$ cat src/rtl/ysyx_22041207_mem_bridge.sv
// Single-outstanding request bridge from split write/read ports to a doubleword memory backend.
// Optional backend timeout guarded by YSYX_22041207_BRIDGE_TIMEOUT_EN (uses TIMEOUT_CYCLES).
module ysyx_22041207_mem_bridge #(
    parameter int TIMEOUT_CYCLES = 255
) (
    input  logic        clk,
    input  logic        rst,
    input  logic        w_valid_i,
    output logic        w_ready_o,
    input  logic [63:0] w_addr_i,
    input  logic [63:0] w_data_i,
    input  logic [7:0]  w_mask_i,
    output logic        w_valid_o,
    input  logic        w_ready_i,
    input  logic        r_valid_i,
    output logic        r_ready_o,
    input  logic [63:0] r_addr_i,
    input  logic [7:0]  r_size_i,
    output logic [63:0] data_read_o,
    output logic        data_valid,
    input  logic        data_ready,
    output logic        mem_req,
    output logic        mem_we,
    output logic [63:0] mem_addr,
    output logic [63:0] mem_wdata,
    output logic [7:0]  mem_wmask,
    input  logic        mem_ack,
    input  logic [63:0] mem_rdata,
    output logic        err
);

    typedef enum logic [2:0] {
        IDLE,
        W_MEM,
        W_RESP,
        R_MEM,
        R_RESP
    } state_t;

    state_t      state;
    logic [63:0] addr;
    logic [7:0]  size;

    // Shift the addressed byte down to bit 0; bytes beyond the doubleword read as zero.
    function automatic logic [63:0] align_read(
        input logic [63:0] raw,
        input logic [2:0]  off,
        input logic [7:0]  sz
    );
        logic [63:0] sh;
        sh = raw >> {off, 3'b000};
        case (sz)
            8'd1:    align_read = {56'd0, sh[7:0]};
            8'd2:    align_read = {48'd0, sh[15:0]};
            8'd4:    align_read = {32'd0, sh[31:0]};
            default: align_read = sh;
        endcase
    endfunction

`ifdef YSYX_22041207_BRIDGE_TIMEOUT_EN
    localparam int CW = $clog2(TIMEOUT_CYCLES + 1);
    localparam logic [CW-1:0] LAST = CW'(TIMEOUT_CYCLES - 1);
    logic [CW-1:0] cnt;
    logic          err_q;
    assign err = err_q;
`else
    localparam int unused_timeout = TIMEOUT_CYCLES;
    assign err = 1'b0;
`endif

    assign w_ready_o = (state == IDLE);
    assign r_ready_o = (state == IDLE);
    assign mem_addr  = mem_req ? {addr[63:3], 3'b000} : 64'd0;

    always_ff @(posedge clk) begin
        if (rst) begin
            state       <= IDLE;
            addr        <= '0;
            size        <= '0;
            w_valid_o   <= 1'b0;
            data_valid  <= 1'b0;
            data_read_o <= '0;
            mem_req     <= 1'b0;
            mem_we      <= 1'b0;
            mem_wdata   <= '0;
            mem_wmask   <= '0;
`ifdef YSYX_22041207_BRIDGE_TIMEOUT_EN
            cnt         <= '0;
            err_q       <= 1'b0;
`endif
        end else begin
            case (state)
                IDLE: begin
                    if (w_valid_i) begin
                        addr      <= w_addr_i;
                        mem_wdata <= w_data_i;
                        mem_wmask <= w_mask_i;
                        mem_req   <= 1'b1;
                        mem_we    <= 1'b1;
                        state     <= W_MEM;
`ifdef YSYX_22041207_BRIDGE_TIMEOUT_EN
                        cnt       <= '0;
`endif
                    end else if (r_valid_i) begin
                        addr    <= r_addr_i;
                        size    <= r_size_i;
                        mem_req <= 1'b1;
                        mem_we  <= 1'b0;
                        state   <= R_MEM;
`ifdef YSYX_22041207_BRIDGE_TIMEOUT_EN
                        cnt     <= '0;
`endif
                    end
                end
                W_MEM: begin
                    if (mem_ack) begin
                        mem_req   <= 1'b0;
                        mem_we    <= 1'b0;
                        mem_wdata <= '0;
                        mem_wmask <= '0;
                        w_valid_o <= 1'b1;
                        state     <= W_RESP;
                    end
`ifdef YSYX_22041207_BRIDGE_TIMEOUT_EN
                    else if (cnt == LAST) begin
                        mem_req   <= 1'b0;
                        mem_we    <= 1'b0;
                        mem_wdata <= '0;
                        mem_wmask <= '0;
                        w_valid_o <= 1'b1;
                        err_q     <= 1'b1;
                        state     <= W_RESP;
                    end else begin
                        cnt <= cnt + CW'(1);
                    end
`endif
                end
                R_MEM: begin
                    if (mem_ack) begin
                        mem_req     <= 1'b0;
                        data_read_o <= align_read(mem_rdata, addr[2:0], size);
                        data_valid  <= 1'b1;
                        state       <= R_RESP;
                    end
`ifdef YSYX_22041207_BRIDGE_TIMEOUT_EN
                    else if (cnt == LAST) begin
                        mem_req     <= 1'b0;
                        data_read_o <= '0;
                        data_valid  <= 1'b1;
                        err_q       <= 1'b1;
                        state       <= R_RESP;
                    end else begin
                        cnt <= cnt + CW'(1);
                    end
`endif
                end
                W_RESP: begin
                    if (w_ready_i) begin
                        w_valid_o <= 1'b0;
                        state     <= IDLE;
                    end
                end
                R_RESP: begin
                    if (data_ready) begin
                        data_valid <= 1'b0;
                        state      <= IDLE;
                    end
                end
                default: state <= IDLE;
            endcase
        end
    end

endmodule

$ cat config.mk
export PLATFORM = sky130hd
export DESIGN_NAME = ysyx_22041207_mem_bridge
export DESIGN_NICKNAME = d
export VERILOG_FILES = /design/src/rtl/ysyx_22041207_mem_bridge.sv
export SDC_FILE = /design/constraint.sdc
export NUM_CORES = 1
export LEC_CHECK = 0
export CAP_MARGIN = 20
export CORE_AREA = 4 4 187 189
export CTS_CLUSTER_DIAMETER = 40
export CTS_CLUSTER_SIZE = 16
export DETAILED_ROUTE_END_ITERATION = 10
export DIE_AREA = 0 0 191 193
export MAX_ROUTING_LAYER = met4
export SYNTH_ARGS = -nofsm -noshare
export SYNTH_HDL_FRONTEND = slang
export SYNTH_SLANG_ARGS = --single-unit
$ cat constraint.sdc
create_clock -name clk -period 1.93 [get_ports clk]
set_input_delay 0.2895 -clock clk [delete_from_list [all_inputs] [get_ports clk]]
set_output_delay 0.2895 -clock clk [all_outputs]
set_load 0.01 [all_outputs]
Word-level counts from Yosys, hierarchy flattened
Cells that the tools add are included.
{"block": "word_totals", "output_inout_bits": 207, "ff_bits": 215, "in_bits": 279}
{"block": "classes", "eq_ne": 14, "n_reduce_logical": 16, "shift": 1, "muxes": 29, "bitwise": 1}
{"operator": "two-way mux 64 bit", "count": 5}
{"operator": "case mux 64 bit (3 select lines)", "count": 1}
{"operator": "case mux 64 bit (2 select lines)", "count": 1}
{"operator": "right shift 64 x 6 -> 64 bit", "count": 1}
{"operator": "two-way mux 3 bit", "count": 6}
{"operator": "AND reduction 3 bit", "count": 6}
{"operator": "two-way mux 8 bit", "count": 2}
{"operator": "case mux 8 bit (2 select lines)", "count": 1}
{"operator": "case mux 3 bit (5 select lines)", "count": 1}
{"operator": "!= test 2 bit, second input constant", "count": 5}
{"operator": "nonzero test 2 bit", "count": 5}
{"operator": "equality test 8 x 1 -> 1 bit, second input constant", "count": 1}
{"operator": "equality test 8 x 2 -> 1 bit, second input constant", "count": 1}
{"operator": "equality test 8 x 3 -> 1 bit, second input constant", "count": 1}
{"operator": "two-way mux 1 bit", "count": 8}
{"operator": "case mux 1 bit (2 select lines)", "count": 4}
{"operator": "equality test 3 x 2 -> 1 bit, second input constant", "count": 2}
{"operator": "AND reduction 5 bit", "count": 1}
{"operator": "AND reduction 2 bit", "count": 2}
{"operator": "equality test 3 x 1 -> 1 bit, second input constant", "count": 1}
{"operator": "equality test 3 bit, second input constant", "count": 1}
{"operator": "logical NOT 3 bit", "count": 1}
{"operator": "!= test 3 bit, second input constant", "count": 1}
{"operator": "!= test 2 x 1 -> 1 bit, second input constant", "count": 1}
{"operator": "other kinds (2)", "count": 2}

Logic depth before layout (Yosys ltp)
{"block": "depth", "depth_word": 4, "mapped_depth": 7, "ltp_nobuf": 4}

Worst setup path after synthesis
Ideal clock, no wire load.
{"block": "synth_timing", "path_type": "register to register", "start": "register state[0]", "end": "register addr[28]", "setup_time_ps": 86, "slack_ps": 282, "path_stages_with_launch": 8, "synth_period_minus_slack_ps": 1648, "required_time_ps": 1844, "arrival_ps": 1563, "cell_sequence": "dfxtp_1 buf_4 nor3_2 o21a_1 buf_2 buf_2 nor2_1 a211oi_1"}
{"block": "synth_between", "elab_chain_len": 2}
{"item": "from (decl)", "line_no": "40", "text": "state_t state;"}
{"item": "from (signal assigned)", "line_no": "77", "text": "state <= IDLE;"}
{"item": "from (signal assigned)", "line_no": "100", "text": "state <= W_MEM;"}
{"item": "from (signal assigned)", "line_no": "109", "text": "state <= R_MEM;"}
{"item": "logical NOT 3 bit"}
{"item": "net r_ready_o", "line_no": "16", "text": "output logic r_ready_o,"}
{"item": "AND reduction 2 bit (no source line)"}
{"item": "to (signal assigned)", "line_no": "95", "text": "addr <= w_addr_i;"}
{"item": "to (signal assigned)", "line_no": "105", "text": "addr <= r_addr_i;"}
{"item": "to (decl)", "line_no": "41", "text": "logic [63:0] addr;"}
The timed path passes the listed nets, and every way through them passes these cells.
A chain may end at the register's enable or synchronous reset.

Worst setup path after layout
{"block": "layout_timing", "start": "register mem_req", "end": "output mem_addr[25]"}
{"block": "layout_between", "elab_chain_len": 1}
{"item": "from (decl)", "line_no": "22", "text": "output logic mem_req,"}
{"item": "from (signal assigned)", "line_no": "83", "text": "mem_req <= 1'b0;"}
{"item": "from (signal assigned)", "line_no": "98", "text": "mem_req <= 1'b1;"}
{"item": "from (signal assigned)", "line_no": "107", "text": "mem_req <= 1'b1;"}
{"item": "two-way mux 64 bit", "line_no": "73", "text": "assign mem_addr = mem_req ? {addr[63:3], 3'b000} : 64'd0;"}
{"item": "to (decl)", "line_no": "24", "text": "output logic [63:0] mem_addr,"}
No other way between the ends.

==> run metrics <==
Max-Cap Viols 0; terminus of the critical flop-to-flop path data_read_o[30]; DP HPWL roughly 30 mm; type of the most critical hold path input pin to register; Die Wd 191 um; delay of the slowest cell on the worst path 0.54 ns; Sw Share 28.83%; Rel. slew slack between 50% and 60%; pin count of the biggest net entering global routing 78; share of cells above drive strength 1 between 10 and 15%; final cell count without fillers 2040; Hold Fails Final Rpt 0; final setup vio count 0; power share of the clock group a little over two fifths; placed cell area 0.01562 mm^2; Setup crit end kind output pin; maximum operating frequency 537.0 MHz; sequential share of power between 30% and 40%; First DRT Iteration DRCs just over 500; Lkg Pwr 6.784 nW; outcome finished, final reports clean; synthesized instance count 1078; clock slew at the register clock pins of the worst setup and hold paths 0.05 ns; TritonRoute pass-1 iters 5; TritonCTS sink count 215; post-route fraction of the period consumed by the critical path 96.49%; post-route DRC violation count 0; area of the core about 0.033 mm^2; residual overflow from global routing 0; post-route clock skew 0.01685 ns; count of state elements after synthesis 215; finished layout cell area 0.01683 mm^2; maximum net fanout on the critical path 9; count of yosys warnings during synthesis 0; CTS Buf Count 38; setup slack, reg-to-reg between 0.1 and 0.15 ns; CTS tree done; CP Class register to output pin; deepest clock path buffer count 3; average size of a mapped cell 9.345 um^2; internal power 10.64 mW; initial cell density of the core 30.27%; launching element of the worst setup path mem_req; global placement routability congestion 0.8907; worst setup slack after placement -0.1033 ns; synthesized area 0.01007 mm^2; worst path arrival time 1.57 ns; Primary FF master, synth sky130_fd_sc_hd__dfxtp_1; post-synthesis to final-layout area growth 67.07%; net count reported at finish between 1500 and 2000; power density of the placed cells 888.1 mW/mm^2; cell-by-cell listing of the critical path and2_1, clkdlybuf4s50_1; asr flop ratio synth 0%; number of max-slew violations in the final report 0; die area between 0.03 and 0.04 mm^2; routed via count ~9900; highest-delay cell along the critical path sky130_fd_sc_hd__clkdlybuf4s50_1; Tightest Pin Transition 0.6465 ns; WHS 0.2434 ns; number of I/O port buffers 481; Placed Instances 1970; std cell rows 67; worst vdd rail ir drop 0.0004577 V; routed wirelength normalized by instance count 19.26 um; Routed Wire Length 39.28 mm; via count of the first global-routing pass 9855; Min Clock Period, post-route 1.862 ns; type of element launching the critical path register; average via count per standard cell 4.873; RSZ-0062 raised after global routing no; # IOs 486; post-route antenna net violation count 0; setup slack after layout 0.06765 ns; number of enable-type register cells in the synthesized netlist 0; Clk Latency, worst-skew pair about 0.5 ns; startpoint of the worst register-to-register path addr[0]; Sw Pwr 4.310 mW; combinational fraction of design power between 20% and 30%; portion of the post-synthesis area used by sequential elements 42.73%; required time of the critical path 1.64 ns; initial antenna violation count 1; cell depth of the worst flop-to-flop path 5; H-Tree Depth 2; first-pass GRT wire length 57.96 mm; clock root buffer master sky130_fd_sc_hd__clkbuf_16; number of distinct library cell variants in the gate-level netlist after synthesis 46; total global-route track usage 20.57%; capturing element of the worst setup path mem_addr[25]; die height 193 um
power by group through the flow:
stage / combinational, mW / sequential [mW] / clock, mW
floorplan: 1.81 / 5.10 / 0
global placement: 3.53 / 5.14 / 0
detailed placement: 3.54 / 5.15 / 0
CTS: 3.49 / 5.06 / 6.57
global route: 3.79 / 5.11 / 6.77
finish: 3.48 / 5.06 / 6.40
cells in the final DEF, fill, tap and decap left out, types with 5 or more instances in the layout:
master                            instances
sky130_fd_sc_hd__nor2b_1                  7
sky130_fd_sc_hd__o211ai_1                 5
sky130_fd_sc_hd__inv_6                    5
sky130_fd_sc_hd__dfxtp_1                211
sky130_fd_sc_hd__mux2i_1                128
sky130_fd_sc_hd__nor2_1                 176
sky130_fd_sc_hd__dlygate4sd2_1           56
sky130_fd_sc_hd__o21ai_0                 19
sky130_fd_sc_hd__buf_12                  13
sky130_fd_sc_hd__inv_1                    8
sky130_fd_sc_hd__a211oi_1                71
sky130_fd_sc_hd__a22o_1                  30
sky130_fd_sc_hd__a22oi_1                 77
sky130_fd_sc_hd__mux2_2                  13
sky130_fd_sc_hd__nand2b_1                 7
sky130_fd_sc_hd__nor4_1                   8
sky130_fd_sc_hd__o32ai_1                  5
sky130_fd_sc_hd__nor3_1                  14
sky130_fd_sc_hd__clkdlybuf4s50_1        416
sky130_fd_sc_hd__clkbuf_16               39
sky130_fd_sc_hd__buf_4                   54
sky130_fd_sc_hd__o22ai_1                  5
sky130_fd_sc_hd__a32o_1                  13
sky130_fd_sc_hd__a211o_1                  5
sky130_fd_sc_hd__nand2_1                 33
sky130_fd_sc_hd__and2_1                  62
sky130_fd_sc_hd__mux4_2                   9
sky130_fd_sc_hd__a21oi_1                 25
sky130_fd_sc_hd__clkbuf_1                 5
flip-flops by register name, summed over array words and instances, names as in the netlist:
name / flops
addr: 64
data_read_o: 64
mem_wdata: 64
mem_wmask: 8
size: 8
state: 3
data_valid: 1
mem_req: 1
mem_we: 1
w_valid_o: 1
critical path, delay by kind of cell, from the launching register on:
family	cells	cell delay, ns
AND/OR/NAND/NOR	1	0.13
buffers and inverters	1	0.54
flip-flops	1	0.40
worst min path at each step:
stage	from	to	slack, ns	cells after the start
2_1_floorplan	r_size_i[0]	size[0]	0.43	2
3_3_place_gp	data_read_o[16]	data_read_o[16]	0.44	2
3_5_place_dp	data_read_o[17]	data_read_o[17]	0.45	2
4_1_cts	rst	mem_wdata[47]	0.24	3
5_1_grt	rst	mem_wdata[47]	0.26	3
6_report	rst	mem_wdata[47]	0.24	3
metrics by stage:
stage	power, mW	util (%)	setup TNS (ns)
floorplan	6.905	-	0
global placement	8.669	46.94	-2.669
detailed placement	8.692	46.94	-3.077
CTS	15.12	50.48	0
global route	15.67	50.56	0
finish	14.95	50.57	0
final cells by class:
class | count | area, um^2
well taps | 448 | 560.5
diodes | 2 | 5.005
flip-flops and latches | 215 | 4314
inverters | 8 | 30.03
clock inverters | 21 | 202.7
repair buffers | 548 | 5426
multi-input cells | 751 | 5255
clock buffers | 47 | 1036
fillers | 3145 | 16450
logic make-up (layout without fill, tap and decap cells):
| family | Yosys count | after routing | synth area share [%] |
|---|---|---|---|
| AOI/OAI and AO/OA | 272 | 272 | 20.25 |
| xor gates and xnor gates | 3 | 3 | 0.2609 |
| buffers and inverters | 115 | 624 | 5.478 |
| DFF | 215 | 215 | 42.73 |
| muxes | 151 | 151 | 16.28 |
| other | 1 | 6 | 0.03723 |
| and+or+nand+nor | 321 | 321 | 14.97 |
synth_stat cells, types with 3 or more instances:
library cell | n | area share [%]
sky130_fd_sc_hd__nand2_1 | 34 | 1.3
sky130_fd_sc_hd__o21ai_0 | 19 | 0.94
sky130_fd_sc_hd__mux4_2 | 9 | 2.0
sky130_fd_sc_hd__nor4_1 | 9 | 0.56
sky130_fd_sc_hd__buf_4 | 16 | 1.2
sky130_fd_sc_hd__a2bb2oi_1 | 3 | 0.26
sky130_fd_sc_hd__a22o_1 | 30 | 2.6
sky130_fd_sc_hd__a32o_1 | 13 | 1.3
sky130_fd_sc_hd__nor2b_1 | 8 | 0.50
sky130_fd_sc_hd__and2_1 | 63 | 3.9
sky130_fd_sc_hd__nor3_1 | 14 | 0.70
sky130_fd_sc_hd__o22ai_1 | 5 | 0.31
sky130_fd_sc_hd__a21oi_1 | 25 | 1.2
sky130_fd_sc_hd__nand3b_1 | 3 | 0.22
sky130_fd_sc_hd__a22oi_1 | 77 | 5.7
sky130_fd_sc_hd__dfxtp_1 | 215 | 43
sky130_fd_sc_hd__clkbuf_1 | 44 | 1.6
sky130_fd_sc_hd__nor2_1 | 177 | 6.6
sky130_fd_sc_hd__nand2b_1 | 7 | 0.43
sky130_fd_sc_hd__a211oi_1 | 71 | 5.3
sky130_fd_sc_hd__a211o_1 | 5 | 0.43
sky130_fd_sc_hd__mux2i_1 | 129 | 13
sky130_fd_sc_hd__o21a_1 | 4 | 0.30
sky130_fd_sc_hd__buf_2 | 42 | 2.1
sky130_fd_sc_hd__xor2_1 | 3 | 0.26
sky130_fd_sc_hd__o211ai_1 | 5 | 0.37
sky130_fd_sc_hd__inv_1 | 8 | 0.30
sky130_fd_sc_hd__o32ai_1 | 5 | 0.43
sky130_fd_sc_hd__mux2_2 | 13 | 1.5
sky130_fd_sc_hd__buf_1 | 4 | 0.15
sky130_fd_sc_hd__a221oi_1 | 3 | 0.26
metal layers:
| metal | part of all wire (%) | vias up | track usage, % |
|---|---|---|---|
| li1 | - | 4901 | - |
| met1 | 43 | 4576 | 26.19 |
| met2 | 46 | 396 | 32.48 |
| met3 | 8.2 | 67 | 5.347 |
| met4 | 2.7 | 0 | 6.022 |
| met5 | 0 | - | - |
repair_timing:
item,CTS,global route
endpoints found under the hold margin,0,0
gates resized for setup,63,10
hold buffers,0,0
buffers inserted,0,0
endpoints found under the setup margin,70,27
Note: power is estimated with default switching activity, not from simulation.
==> patch 1: new RTL, same settings <==
Add a define of `YSYX_22041207_BRIDGE_TIMEOUT_EN`.
--- a/src/rtl/ysyx_22041207_mem_bridge.sv
+++ b/src/rtl/ysyx_22041207_mem_bridge.sv
@@ -1,4 +1,6 @@
 // Single-outstanding request bridge from split write/read ports to a doubleword memory backend.
 // Optional backend timeout guarded by YSYX_22041207_BRIDGE_TIMEOUT_EN (uses TIMEOUT_CYCLES).
+`define YSYX_22041207_BRIDGE_TIMEOUT_EN
+
 module ysyx_22041207_mem_bridge #(
     parameter int TIMEOUT_CYCLES = 255
Function: no difference found for any inputs over 4 cycles, from zero or initial values and one cycle with rst high; that may be too few to reach the edited logic, so the function may still have changed.
==> patch 1 against the unedited design <==
Worst setup slack got worse by 31 ps; worst hold slack got worse by 120 ps; critical path type unchanged; routed wire length increased by 4.5%; sequential cell count increased by 9; design area increased by 4.5%; utilization increased by 2.3 points; area after synthesis increased by 2.9%; power increased by 24%; count of clock-buffer cells in the layout unchanged.
==> patch 1: results (changes against the unedited design) <==
clk_skew=23.83 ps (was 16.85 ps); Fin Hold WS=118.9 ps (was 243.4 ps); Vias/cell=4.991 (was 4.873); Total GRT Usage=21.38% (was 20.57%); Crit Path Max Fanout=4 (was 9); routability congestion estimate=0.8860 (was 0.8907); pre-CTS WS=-1.508 ps (was -103.3 ps); outcome=finished, final reports clean (unchanged); M1 GR Usage=23.86% (was 26.19%); largest net degree at the start of global routing=73 (was 78); Final HPWL DP=31500 um (was 30470 um); worst reg2reg setup slack=80 ps (was 140 ps); Worst Max-Slew Pin Slew=577.0 ps (was 646.5 ps); Leak=7.102 nW (was 6.784 nW); share of cells above drive strength 1=13.17% (was 11.01%); most common library cells after synthesis=224 x dfxtp_1, 128 x mux2i_1, 93 x a22o_1 (was 215 x dfxtp_1, 177 x nor2_1, 129 x mux2i_1); met3 Usage GRT=6.734% (was 5.347%); TritonCTS buffer count=40 (was 38); crit path capture=mem_addr[55] (was mem_addr[25]); cells on worst reg2reg path=6 (was 5); Hold Path Depth=2 (was 3); port buffer count=482 (was 481); Worst Hold Path EP=addr[1] (was mem_wdata[47]); Wirelength per Cell=20.38 um (was 19.26 um); initial DRC count=509 (was 506); Yosys cell types=54 (was 46); Final nets=1813 (was 1841); dominant cells by area after synthesis=dfxtp_1 43%, mux2i_1 12%, a22o_1 7.9% (was dfxtp_1 43%, mux2i_1 13%, nor2_1 6.6%); met2 WL=20890 um (was 18170 um); Worst EP arrival=1600 ps (was 1570 ps); reg-to-reg critical path endpoint=data_read_o[7] (was data_read_o[30]); DR WL met3=3655 um (was 3207 um); met2 usage=37.57% (was 32.48%); Switch Pwr=0.005493 W (was 0.004310 W); Hold Startpoint=rst (unchanged); met1 WL=15730 um (was 16860 um)
==> patch 1: cell count changes after synthesis, sizes merged, moves of 17 or more <==
| cell | delta |
|---|---|
| o2bb2ai | +32 |
| nor2 | -87 |
| o41ai | +17 |
| a22o | +63 |
| a22oi | -77 |
==> patch 1: what timing repair did <==
action | in CTS | in global routing
hold endpoints to repair | 0 | 0
buffers inserted | 0 | 2
gates resized for setup | 72 | 5
setup endpoints to repair | 63 | 33
==> patch 1: cells by family after synthesis <==
logic type	after synthesis	share of synthesized area, %
buffers and inverters	103	5.047
other	1	0.03619
and+or+nand+nor	227	10.78
adders and majority gates	2	0.2414
AOI/OAI and AO/OA	296	22.62
xor gates and xnor gates	5	0.4226
DFF	224	43.27
muxes	157	17.58
==> patch 1: critical path, stage by stage (launching register included) <==
cell             delay (ps)
dfxtp_4                 390
and2_1                  130
clkdlybuf4s50_1         580
==> patch 1: cell type report <==
type                    instances  area (um^2)  area share [%]
flip-flops and latches        224         4493           25.56
diodes                          2        5.005         0.02847
inverters                       8        35.03          0.1993
well taps                     448        560.5           3.188
multi-input cells             690         5404           30.74
clock buffers                  47         1069           6.077
clock inverters                27        359.1           2.042
repair buffers                568         5657           32.17
==> patch 1: power by group through the flow <==
stage               Combinational, W  Clock (W)  Sequential [W]
finish                       0.00548    0.00745         0.00560
global route                 0.00593    0.00785         0.00567
CTS                          0.00549    0.00760         0.00560
detailed placement           0.00557          0         0.00567
global placement             0.00553          0         0.00566
floorplan                    0.00286          0         0.00569
==> patch 1: through the flow <==
step,setup TNS (ps),area [um^2],std cells
2_1_floorplan,0,10370,1017
3_3_place_gp,0,16180,1936
3_5_place_dp,-1.508,16180,1936
4_1_cts,0,17550,2010
5_1_grt,-3.748,17580,2013
6_report,0,17580,2014
==> patch 2: new RTL, same settings <==
Without the edit above. Make the reset (`rst`) asynchronous in one clocked block.
--- a/src/rtl/ysyx_22041207_mem_bridge.sv
+++ b/src/rtl/ysyx_22041207_mem_bridge.sv
@@ -73,5 +73,5 @@
     assign mem_addr  = mem_req ? {addr[63:3], 3'b000} : 64'd0;
 
-    always_ff @(posedge clk) begin
+    always_ff @(posedge clk or posedge rst) begin
         if (rst) begin
             state       <= IDLE;
Function: differs if rst is asserted again (counterexample within 4 cycles, from zero or initial values and one cycle with rst high); with rst held inactive, the same outputs for 4 cycles.
==> patch 2 against the unedited design <==
Routed wire length grew 6.8%; sequential cell count is the same; area after synthesis grew 6.8%; worst setup slack lost 13 ps; worst hold slack lost 76 ps; design area grew 5.2%; clock skew shrank 0.62 ps.
Power is not compared: it rests on default switching activity, and its combinational part moved more than twofold at a synthesized area within 25%.
==> patch 2: results (changes against the unedited design) <==
Multi-In Gates=707 (was 751); largest net degree at the start of global routing=73 (was 78); Switch Pwr=0.01025 W; Crit Path Max Fanout=13 (was 9); Wirelength per Cell=20.95 um (was 19.26 um); Tot Pwr=0.02867 W; share of cells above drive strength 1=15.45% (was 11.01%); H-Tree Depth=2 (unchanged); Final HPWL DP=31470 um (was 30470 um); clkbuf count=57 (was 47); TritonCTS buffer count=42 (was 38); Worst Max-Slew Pin Slew=614.2 ps (was 646.5 ps); GRT busiest layer=met2 (unchanged); Leak=7.891 nW; area of the multi-input gates=4922 um^2 (was 5255 um^2); Total GRT Usage=22.31% (was 20.57%); HP Class=input pin to asynchronous set/reset pin (was input pin to flop); Cells after Synth=1016 (was 1078); fraction of area in multi-input gates=27.79% (was 31.22%); Seq cells=215 (unchanged); Final nets=1808 (was 1841); Synth Warn #=0 (unchanged); met3 Usage GRT=5.582% (was 5.347%); Post-Route WL=41970 um (was 39280 um); routability congestion estimate=0.8961 (was 0.8907); nonclk buf count=555 (was 548); Antenna diodes=2 (unchanged); asr flop ratio synth=100.0% (was 0%); placed insts=1928 (was 1970); most common library cells after synthesis=215 x dfrtp_1, 132 x mux2i_1, 103 x nor2_1 (was 215 x dfxtp_1, 177 x nor2_1, 129 x mux2i_1); met2 WL=20310 um (was 18170 um); initial antenna violation count=2 (was 1); clk_skew=16.22 ps (was 16.85 ps); port buffer count=481 (unchanged); post-synthesis sequential area ratio=50.01% (was 42.73%); DR WL met3=3222 um (was 3207 um); slowest stage delay, CP=480 ps (was 540 ps); dominant cells by area after synthesis=dfrtp_1 50%, mux2i_1 12%, a22o_1 7.0% (was dfxtp_1 43%, mux2i_1 13%, nor2_1 6.6%); comb pwr=0.0135 W; initial DRC count=473 (was 506); CP max stage cell=dfrtp_2 (was clkdlybuf4s50_1); clock latency on the worst-skew pair=510 ps (about the same); buffering overhead=30.58% (was 32.24%); met2 usage=36.42% (was 32.48%); M1 GR Usage=27.40% (was 26.19%); Largest regs=addr: 64 flops, data_read_o: 64 flops, mem_wdata: 64 flops (unchanged); Logic inverters=8 (unchanged); Post-DP Area=16450 um^2 (was 15620 um^2); Yosys cell types=46 (unchanged); Clock buf/inv share=7.835% (was 7.360%); Reg area=5385 um^2 (was 4314 um^2); met1 WL=16990 um (was 16860 um); FILL cells=3021 (was 3145); Pre-Repair DR Iteration Count=5 (unchanged); vias=9973 (was 9940); outcome=finished, final reports clean (unchanged); first-pass GRT wire length=61980 um (was 57960 um)
[patch 2: changes by cell type after synthesis, sizes merged, moves of 13 or more]
cell and change:
dfxtp -215, buf +13, a211oi -64, a22o +56
o21ai +15, nand3 +21, dfrtp +215, a22oi -76
clkbuf -31, nand2 +36, a21oi +59, nor2 -73
[patch 2: path summary, 6_finish.rpt]
| kind | slack, ps | endpoint | cells after the start | startpoint |
|---|---|---|---|---|
| hold reg to reg | 480 | data_read_o[49] | 2 | data_read_o[49] |
| hold / removal | 170 | state[0] | 2 | rst |
| setup reg to reg | 120 | data_read_o[23] | 4 | addr[2] |
| min in group clk | 280 | mem_we | 3 | w_valid_i |
| max in group asynchronous | 1160 | data_read_o[62] | 3 | rst |
| setup / recovery | 50 | mem_addr[52] | 4 | mem_req |
[patch 2: critical path, delay by kind of cell (launching register included)]
| kind | cells | cell delay [ps] |
|---|---|---|
| buf+inv | 3 | 420 |
| flops | 1 | 480 |
| simple gates | 1 | 170 |
[patch 2: stage by stage]
step                      setup WS, ps  utilization, %
final                            54.39           53.22
after global routing            0.2660           53.22
after CTS                        5.174           53.10
after detailed placement        -153.0           49.42
after global placement          -51.57           49.42
after floorplan                  -1158               -
[patch 2: cells by family (layout without fill, tap and decap cells)]
| family | count (synthesis) | in the layout | share of synthesized area, % |
|---|---|---|---|
| DFF | 215 | 215 | 50.01 |
| buffers and inverters | 97 | 631 | 4.629 |
| other | 1 | 6 | 0.03486 |
| and+or+nand+nor | 286 | 286 | 12.74 |
| AOI/OAI and AO/OA | 263 | 263 | 17.00 |
| xor gates and xnor gates | 2 | 2 | 0.1629 |
| muxes | 152 | 152 | 15.42 |
[patch 2: repair_timing]
action | CTS | global route
endpoints found under the setup margin | 64 | 29
buffers inserted | 4 | 0
gates cloned | 2 | 0
resized for setup | 248 | 16
